==> src/rtl/xdma_c2h_axis_rr_arbiter_pkg.sv <==
// Shared XDMA/UDP stream constants and arbiter state encoding.
// Imported by the C2H arbiter and its register slice.
package xdma_udp_pkg;

    localparam int XDMA_AXIS_TDATA_WIDTH = 512;
    localparam int XDMA_AXIS_TKEEP_WIDTH = XDMA_AXIS_TDATA_WIDTH / 8;
    localparam int XDMA_AXIS_TUSER_WIDTH = 1;

    typedef enum logic {
        ARB_IDLE = 1'b0,
        ARB_BUSY = 1'b1
    } arb_state_t;

endpackage

==> src/rtl/xdma_c2h_axis_rr_arbiter_skid.sv <==
// Two-entry AXI-Stream register slice (main + skid registers).
// The output is driven only from the main registers; ready is registered.
module axis_skid_slice #(
    parameter int WIDTH = 8
) (
    input  logic             clk,
    input  logic             rst_n,
    input  logic             in_valid,
    output logic             in_ready,
    input  logic [WIDTH-1:0] in_data,
    output logic             out_valid,
    input  logic             out_ready,
    output logic [WIDTH-1:0] out_data
);

    logic             main_valid;
    logic             skid_valid;
    logic [WIDTH-1:0] main_data;
    logic [WIDTH-1:0] skid_data;
    logic             push;
    logic             pop;

    assign in_ready  = !skid_valid;
    assign push      = in_valid && !skid_valid;
    assign pop       = main_valid && out_ready;
    assign out_valid = main_valid;
    assign out_data  = main_data;

    always_ff @(posedge clk or negedge rst_n) begin
        if (!rst_n) begin
            main_valid <= 1'b0;
            skid_valid <= 1'b0;
            main_data  <= '0;
            skid_data  <= '0;
        end else if (pop) begin
            // A full skid blocks push, so it always refills main first
            if (skid_valid) begin
                main_data  <= skid_data;
                skid_valid <= 1'b0;
            end else if (push) begin
                main_data <= in_data;
            end else begin
                main_valid <= 1'b0;
            end
        end else if (push) begin
            if (!main_valid) begin
                main_data  <= in_data;
                main_valid <= 1'b1;
            end else begin
                skid_data  <= in_data;
                skid_valid <= 1'b1;
            end
        end
    end

endmodule

==> src/rtl/xdma_c2h_axis_rr_arbiter.sv <==
// Packet-level round-robin merge of two RX streams onto the XDMA C2H channel.
// Beats of different packets never interleave; output goes through a skid slice.
module xdma_c2h_axis_rr_arbiter
    import xdma_udp_pkg::*;
#(
    parameter int TDATA_WIDTH = XDMA_AXIS_TDATA_WIDTH,
    parameter int TKEEP_WIDTH = XDMA_AXIS_TKEEP_WIDTH,
    parameter int TUSER_WIDTH = XDMA_AXIS_TUSER_WIDTH
) (
    input  logic                   xdma_clk,
    input  logic                   xdma_reset,

    input  logic                   s0_axis_tvalid,
    output logic                   s0_axis_tready,
    input  logic [TDATA_WIDTH-1:0] s0_axis_tdata,
    input  logic [TKEEP_WIDTH-1:0] s0_axis_tkeep,
    input  logic [TUSER_WIDTH-1:0] s0_axis_tuser,
    input  logic                   s0_axis_tlast,

    input  logic                   s1_axis_tvalid,
    output logic                   s1_axis_tready,
    input  logic [TDATA_WIDTH-1:0] s1_axis_tdata,
    input  logic [TKEEP_WIDTH-1:0] s1_axis_tkeep,
    input  logic [TUSER_WIDTH-1:0] s1_axis_tuser,
    input  logic                   s1_axis_tlast,

    output logic                   m_axis_tvalid,
    input  logic                   m_axis_tready,
    output logic [TDATA_WIDTH-1:0] m_axis_tdata,
    output logic [TKEEP_WIDTH-1:0] m_axis_tkeep,
    output logic [TUSER_WIDTH-1:0] m_axis_tuser,
    output logic                   m_axis_tlast,

    output logic                   grant_idx,
    output logic [31:0]            pkt_cnt0,
    output logic [31:0]            pkt_cnt1
);

    localparam int PW = TDATA_WIDTH + TKEEP_WIDTH + TUSER_WIDTH + 1;

    arb_state_t    state_q;
    arb_state_t    state_d;
    logic          grant_q;
    logic          grant_d;
    logic          rr_last_q;

    logic          sel_valid;
    logic          sel_last;
    logic [PW-1:0] sel_payload;
    logic          push_valid;
    logic          slice_ready;
    logic [PW-1:0] slice_out;
    logic          beat_acc;
    logic          pkt_done;

    assign sel_valid = grant_q ? s1_axis_tvalid : s0_axis_tvalid;
    assign sel_last  = grant_q ? s1_axis_tlast : s0_axis_tlast;

    assign sel_payload = grant_q
        ? {s1_axis_tdata, s1_axis_tkeep, s1_axis_tuser, s1_axis_tlast}
        : {s0_axis_tdata, s0_axis_tkeep, s0_axis_tuser, s0_axis_tlast};

    assign beat_acc  = (state_q == ARB_BUSY) && sel_valid && slice_ready;
    assign pkt_done  = beat_acc && sel_last;
    assign grant_idx = grant_q;

    always_comb begin
        state_d        = state_q;
        grant_d        = grant_q;
        push_valid     = 1'b0;
        s0_axis_tready = 1'b0;
        s1_axis_tready = 1'b0;
        unique case (state_q)
            ARB_IDLE: begin
                // Tie goes to whoever did not finish the previous packet
                if (s0_axis_tvalid || s1_axis_tvalid) begin
                    if (s0_axis_tvalid && s1_axis_tvalid) begin
                        grant_d = ~rr_last_q;
                    end else begin
                        grant_d = s1_axis_tvalid;
                    end
                    state_d = ARB_BUSY;
                end
            end
            ARB_BUSY: begin
                push_valid = sel_valid;
                if (grant_q) begin
                    s1_axis_tready = slice_ready;
                end else begin
                    s0_axis_tready = slice_ready;
                end
                if (pkt_done) begin
                    state_d = ARB_IDLE;
                end
            end
        endcase
    end

    always_ff @(posedge xdma_clk or negedge xdma_reset) begin
        if (!xdma_reset) begin
            state_q   <= ARB_IDLE;
            grant_q   <= 1'b0;
            rr_last_q <= 1'b1;
        end else begin
            state_q <= state_d;
            grant_q <= grant_d;
            if (pkt_done) begin
                rr_last_q <= grant_q;
            end
        end
    end

    always_ff @(posedge xdma_clk or negedge xdma_reset) begin
        if (!xdma_reset) begin
            pkt_cnt0 <= '0;
            pkt_cnt1 <= '0;
        end else if (pkt_done) begin
            if (grant_q) begin
                pkt_cnt1 <= pkt_cnt1 + 32'd1;
            end else begin
                pkt_cnt0 <= pkt_cnt0 + 32'd1;
            end
        end
    end

    axis_skid_slice #(
        .WIDTH (PW)
    ) u_slice (
        .clk       (xdma_clk),
        .rst_n     (xdma_reset),
        .in_valid  (push_valid),
        .in_ready  (slice_ready),
        .in_data   (sel_payload),
        .out_valid (m_axis_tvalid),
        .out_ready (m_axis_tready),
        .out_data  (slice_out)
    );

    assign {m_axis_tdata, m_axis_tkeep, m_axis_tuser, m_axis_tlast} = slice_out;

endmodule

==> config.mk <==
export PLATFORM = sky130hd
export DESIGN_NAME = xdma_c2h_axis_rr_arbiter
export DESIGN_NICKNAME = d
export VERILOG_FILES = /design/src/rtl/xdma_c2h_axis_rr_arbiter_pkg.sv /design/src/rtl/xdma_c2h_axis_rr_arbiter_skid.sv /design/src/rtl/xdma_c2h_axis_rr_arbiter.sv
export SDC_FILE = /design/constraint.sdc
export NUM_CORES = 2
export LEC_CHECK = 0
export ABC_AREA = 1
export ABC_CLOCK_PERIOD_IN_PS = 2700
export BUFFER_PORTS_ARGS = -buffer_cell sky130_fd_sc_hd__buf_2
export CORE_AREA = 2 2 703 705
export CTS_BUF_LIST = sky130_fd_sc_hd__clkbuf_8
export DETAILED_ROUTE_END_ITERATION = 7
export DIE_AREA = 0 0 705 707
export RECOVER_POWER = 25
export SLEW_MARGIN = 20
export SYNTH_ARGS = -nofsm -noshare
export SYNTH_HDL_FRONTEND = slang
export SYNTH_SLANG_ARGS = --single-unit
==> constraint.sdc <==
create_clock -name xdma_clk -period 2.7 [get_ports xdma_clk]
set_input_delay 0.54 -clock xdma_clk [delete_from_list [all_inputs] [get_ports xdma_clk]]
set_output_delay 0.54 -clock xdma_clk [all_outputs]
set_load 0.05 [all_outputs]
**Yosys cells after proc, flatten, opt, wreduce, memory -nomap -nowiden**

Index checks and enable logic that the tools add are counted.

- Output and inout bits: 646
- Logic and storage cells: 60
- Register bits: 1225

- Equality and inequality tests: 3
- Bitwise gates (word level): 4
- Add/sub/neg operators: 2
- Mux-type cells: 24
- Reductions and logical operators: 18

Operator list:

| cell | count |
|---|---|
| $mux 578 | 6 |
| $add 32x1->32 const B | 2 |
| $mux 1 | 17 |
| $reduce_and 3->1 | 3 |
| $reduce_and 2->1 | 4 |
| $logic_and 1x1->1 | 6 |
| $ne 2x2->1 const B | 3 |
| $reduce_bool 2->1 | 3 |
| $not 1->1 | 4 |
| $pmux 1 s2 | 1 |
| $logic_not 1->1 | 1 |
| $logic_or 1x1->1 | 1 |

**Logic depth before layout (Yosys ltp)**

- Depth in word-level cells: 6
- Gate-level depth with buffers: 10
- Gate-level depth less buffers: 9

**Cells and area by module**

Synthesis repeated with hierarchy kept, for this count alone.

- Cells, all modules: 9187
- Area total of the unflattened synthesis: 63036.7 µm²

Modules (own cells, without submodules):

| module | area each (µm²) | cells an instance | instances |
|---|---|---|---|
| axis_skid_slice | 52106.2 | 6767 | 1 |
| xdma_c2h_axis_rr_arbiter | 10930.5 | 2420 | 1 |

**Worst setup path after synthesis**

No wires, ideal clock.

- Path kind: register to output
- From: register grant_q, in the netlist grant_idx
- To: output s1_axis_tready
- Stages on the path, launching flop included: 5
- Arrival: 1.857 ns
- Slack: 0.303 ns
- Required time: 2.160 ns
- Cell sequence: dfrtp_1 -> inv_2 -> clkbuf_1 -> clkbuf_1 -> nor2_1

- Cells in the longest elaborated chain, start to end: 2

RTL lines:

| element | RTL line | source |
|---|---|---|
| from (decl) | xdma_c2h_axis_rr_arbiter.sv:43 | `logic grant_q;` |
| from (signal assigned) | xdma_c2h_axis_rr_arbiter.sv:106 | `grant_q <= grant_d;` |
| $mux 1 | xdma_c2h_axis_rr_arbiter.sv:87 | `if (grant_q) begin` |
| $mux 1 | xdma_c2h_axis_rr_arbiter.sv:73 | `unique case (state_q)` |
| to (decl) | xdma_c2h_axis_rr_arbiter.sv:21 | `output logic s1_axis_tready,` |

No other way between the ends.

**Worst setup path in the final report**

- From: register grant_q, in the netlist grant_idx
- To: register u_slice.main_data[135], in the netlist u_slice.out_data[135]

- Cells in the longest elaborated chain, start to end: 5
- Elaborated cells on any way between the ends: 12
- Those cells by class: 8 x mux; 4 x reduce/logical

RTL lines:

| element | RTL line | source |
|---|---|---|
| $mux 1 | xdma_c2h_axis_rr_arbiter.sv:56 | `assign sel_valid = grant_q ? s1_axis_tvalid : s0_axis_tvalid;` |
| $mux 1 | xdma_c2h_axis_rr_arbiter.sv:73 |  |
| $logic_and 1x1->1 | xdma_c2h_axis_rr_arbiter_skid.sv:24 | `assign push = in_valid && !skid_valid;` |
| $reduce_bool 2->1 (no line) | n/a |  |
| $reduce_and 3->1 (no line) | n/a |  |
| to (signal assigned) | xdma_c2h_axis_rr_arbiter_skid.sv:38 | `main_data <= skid_data;` |
| to (signal assigned) | xdma_c2h_axis_rr_arbiter_skid.sv:41 | `main_data <= in_data;` |
| to (signal assigned) | xdma_c2h_axis_rr_arbiter_skid.sv:47 | `main_data <= in_data;` |
| to (decl) | xdma_c2h_axis_rr_arbiter_skid.sv:18 | `logic [WIDTH-1:0] main_data;` |

Several ways; a longest one is shown, not always the timed one. The select of a mux whose other input is x is not followed.
A chain may end at the register's enable or synchronous reset.

==> results.py <==
metrics = {
    "min_path": {
        "worstHoldPathType": "in2reg",
    },
    "yosys": {
        "synthMuxAreaShare_pct": 0,
        "yosysTopAreaCellShare_pct": 50.6,
        "synth_xor_area_share_pct": 0.420,
        "synth_top_family_by_area": "simple AND/OR/NAND/NOR gates",
        "synth_cell_type_count": 29,
        "yosysWarnings": 0,
        "synth_simple_gate_area_share_pct": 24.1,
        "seq_area_frac_synth_pct": 50.7,
        "syn-num-nets": 9156,
        "synthCells": 7993,
        "syn_area_per_cell_um2": 7.57,
        "synth-compound-area-share_pct": 16.8,
        "syn_area_mm2": 0.0605,
        "ys_ff_latch": 1225,
        "yosys.area_share.adder_pct": 0.0414,
        "synthTopCellsByArea": "dfrtp_1, nand2_1, nor2_1, o21bai_1, o21ai_0",
        "synth_top_cell_by_area": "dfrtp_1",
    },
    "timing": {
        "fin_worst_skew_ps": 132,
        "fin_crit_ps": 2690,
        "finalCritPeriodShare_pct": 99.6,
        "relSlewSlack_pct": -17.1,
        "drv_slew": 20,
        "rsz0062_at_grt": "true",
        "timing.hold.ws_ps": 128,
        "hold_violations": 0,
        "setup_slack_ps": 11.8,
        "fmax_ghz": 0.372,
        "worst_slew_pin_slew_ps": 1760,
        "finalSetupTns_ps": 0,
        "setup_violations": 0,
    },
    "worst_setup_path": {
        "required_ps": 3700,
        "critPathKind": "reg2reg",
        "path_max_fanout": 50,
        "crit_path_start_kind": "register",
        "worst_setup_path_end_kind": "register",
        "critPathArrivalTime_ps": 3690,
        "rrSetupSlack_ps": 10,
    },
    "pwr": {
        "ir_worst_vdd_uv": 1080,
        "power_density_mw_per_mm2": 1270,
        "totalPowerFinal_mw": 122,
        "p_leak_nw": 44.9,
    },
    "final_layout": {
        "drive_gt1_share_pct": 22.0,
        "final_cells": 17900,
        "final_cell_mix": "nand2_1, buf_2, dfrtp_1, dlygate4sd3_1, nor2_1",
        "nFillCells": 55200,
        "regArea_mm2": 0.0307,
        "fin_util_pct": 19.5,
        "finalNetCount": 12100,
        "final_area_mm2": 0.0960,
        "layout_commonest_cell": "nand2_1",
        "synthToLayoutAreaGrowth_pct": 58.6,
        "multiInputGateArea_mm2": 0.0251,
    },
    "global_route": {
        "grt_usage_pct": 17.3,
        "grt_pass1_wl_mm": 586,
        "gr-total-overflow": 0,
        "grt_max_degree": 118,
        "grt_pass1_vias": 65400,
        "antenna_found_initial": 401,
    },
    "drt": {
        "first_iter_violations": 7302,
        "viasPerCell": 3.95,
        "drc_errors": 0,
        "ant_nets": 0,
        "postRouteWirelength_mm": 458,
        "route.vias.total": 70500,
        "wl_per_cell_um": 25.6,
        "first_pass_iters": 6,
    },
    "floorplan": {
        "coreArea_mm2": 0.492,
        "die_area_mm2": 0.498,
        "num_io_pins": 1807,
        "die_x_um": 705,
        "row_count": 258,
        "die_h_um": 707,
        "start_util_pct": 12.3,
    },
    "status": {
        "violations": "capacitance limit, slew limit",
        "status": "complete, but fails checks",
    },
    "place": {
        "placed_cells": 16000,
        "hpwl_mm": 370,
        "port_buffers": 1806,
        "dpl-instance-area_mm2": 0.0782,
        "preCtsSetupSlack_ps": 230,
        "place.gp.congestion": 1.06,
    },
    "clock_network": {
        "cts_buffers": 231,
        "clockRootBuffer": "clkbuf_8",
        "insertion_delay_ps": 1060,
        "cts.path.max_buffers": 4,
        "cts_sinks": 1225,
        "htree_levels": 4,
        "clk_pin_slew_ps": 60,
        "cts_tree": "built",
    },
    "run": {
        "cap_violations": 1,
    },
}
[worst max-delay path: stages (launching register included)]
cell	delay, ps
dfrtp_4	540
buf_4	210
buf_16	190
clkbuf_16	410
nand2_1	110
nand2_1	90
dlygate4sd3_1	610
nor2_1	60
o21bai_1	160
a21oi_1	140
[metal layers]
metal | vias up | global-route usage [%] | wire length [um]
li1 | 31300 | - | -
met1 | 34000 | 20.7 | 178000
met2 | 3905 | 26.8 | 201000
met3 | 1081 | 7.81 | 54800
met4 | 204 | 7.50 | 22500
met5 | - | 0 | 1340
[cell usage after synthesis, drive strengths merged]
| cell type | n |
|---|---|
| a21boi | 1 |
| o21a | 166 |
| nor2 | 1081 |
| nand2 | 2684 |
| inv | 631 |
| buf | 300 |
| nand4 | 20 |
| xor2 | 10 |
| ha | 2 |
| nor3 | 10 |
| or2 | 1 |
| and3 | 1 |
| dfstp | 1 |
| xnor2 | 19 |
| nand3 | 33 |
| o21bai | 412 |
| dfrtp | 1224 |
| nand3b | 8 |
| clkbuf | 218 |
| o21ai | 589 |
| a21oi | 578 |
| nor3b | 4 |
[layout make-up]
| class | instances | share of cell area, % |
|---|---|---|
| Clock inverter | 114 | 0.935 |
| Timing Repair Buffer | 3233 | 25.0 |
| Clock buffer | 300 | 4.30 |
| Tap cell | 6500 | 8.47 |
| Inverter | 631 | 2.48 |
| Antenna cell | 243 | 0.634 |
| Multi-Input combinational cell | 5619 | 26.2 |
| Sequential cell | 1225 | 32.0 |
[cell families (layout without fill, tap and decap cells)]
group	after synthesis	after routing
and+or+nand+nor	3842	3842
AOI/OAI and AO/OA	1746	1746
DFF	1225	1225
buffers and inverters	1149	4278
xor gates and xnor gates	29	29
adders and majority gates	2	2
other	0	243
[path summary, 6_finish.rpt]
kind / depth (start not counted) / start / endpoint
setup / recovery: 9 / grant_idx / u_slice.out_data[135]
hold / removal: 5 / s0_axis_tdata[219] / u_slice.skid_data[285]
setup reg to reg: 9 / grant_idx / u_slice.out_data[135]
hold reg to reg: 2 / rr_last_q / rr_last_q
max in group asynchronous: 4 / xdma_reset / u_slice.out_data[337]
min in group asynchronous: 3 / xdma_reset / u_slice.skid_data[440]
[state kept, by name (all words and copies together), names as in the netlist]
register            count
rr_last_q               1
u_slice.skid_valid      1
pkt_cnt0               32
state_q                 1
u_slice.out_valid       1
pkt_cnt1               32
u_slice.out_data      578
u_slice.skid_data     578
grant_idx               1
[where the power goes]
| group | internal (mW) | switching (mW) |
|---|---|---|
| Sequential | 27.3 | 5.52 |
| Clock | 11.1 | 9.15 |
| Combinational | 21.0 | 47.6 |
[timing repair]
item                                     CTS  global route
hold buffers                            1139             0
hold endpoints to repair                1922             0
cloned                                     3            11
pin swaps                                  2             2
buffers inserted                          10            15
gates resized for setup                   34            39
endpoints found under the setup margin    18           217
Power figures use the tool's default switching activity.
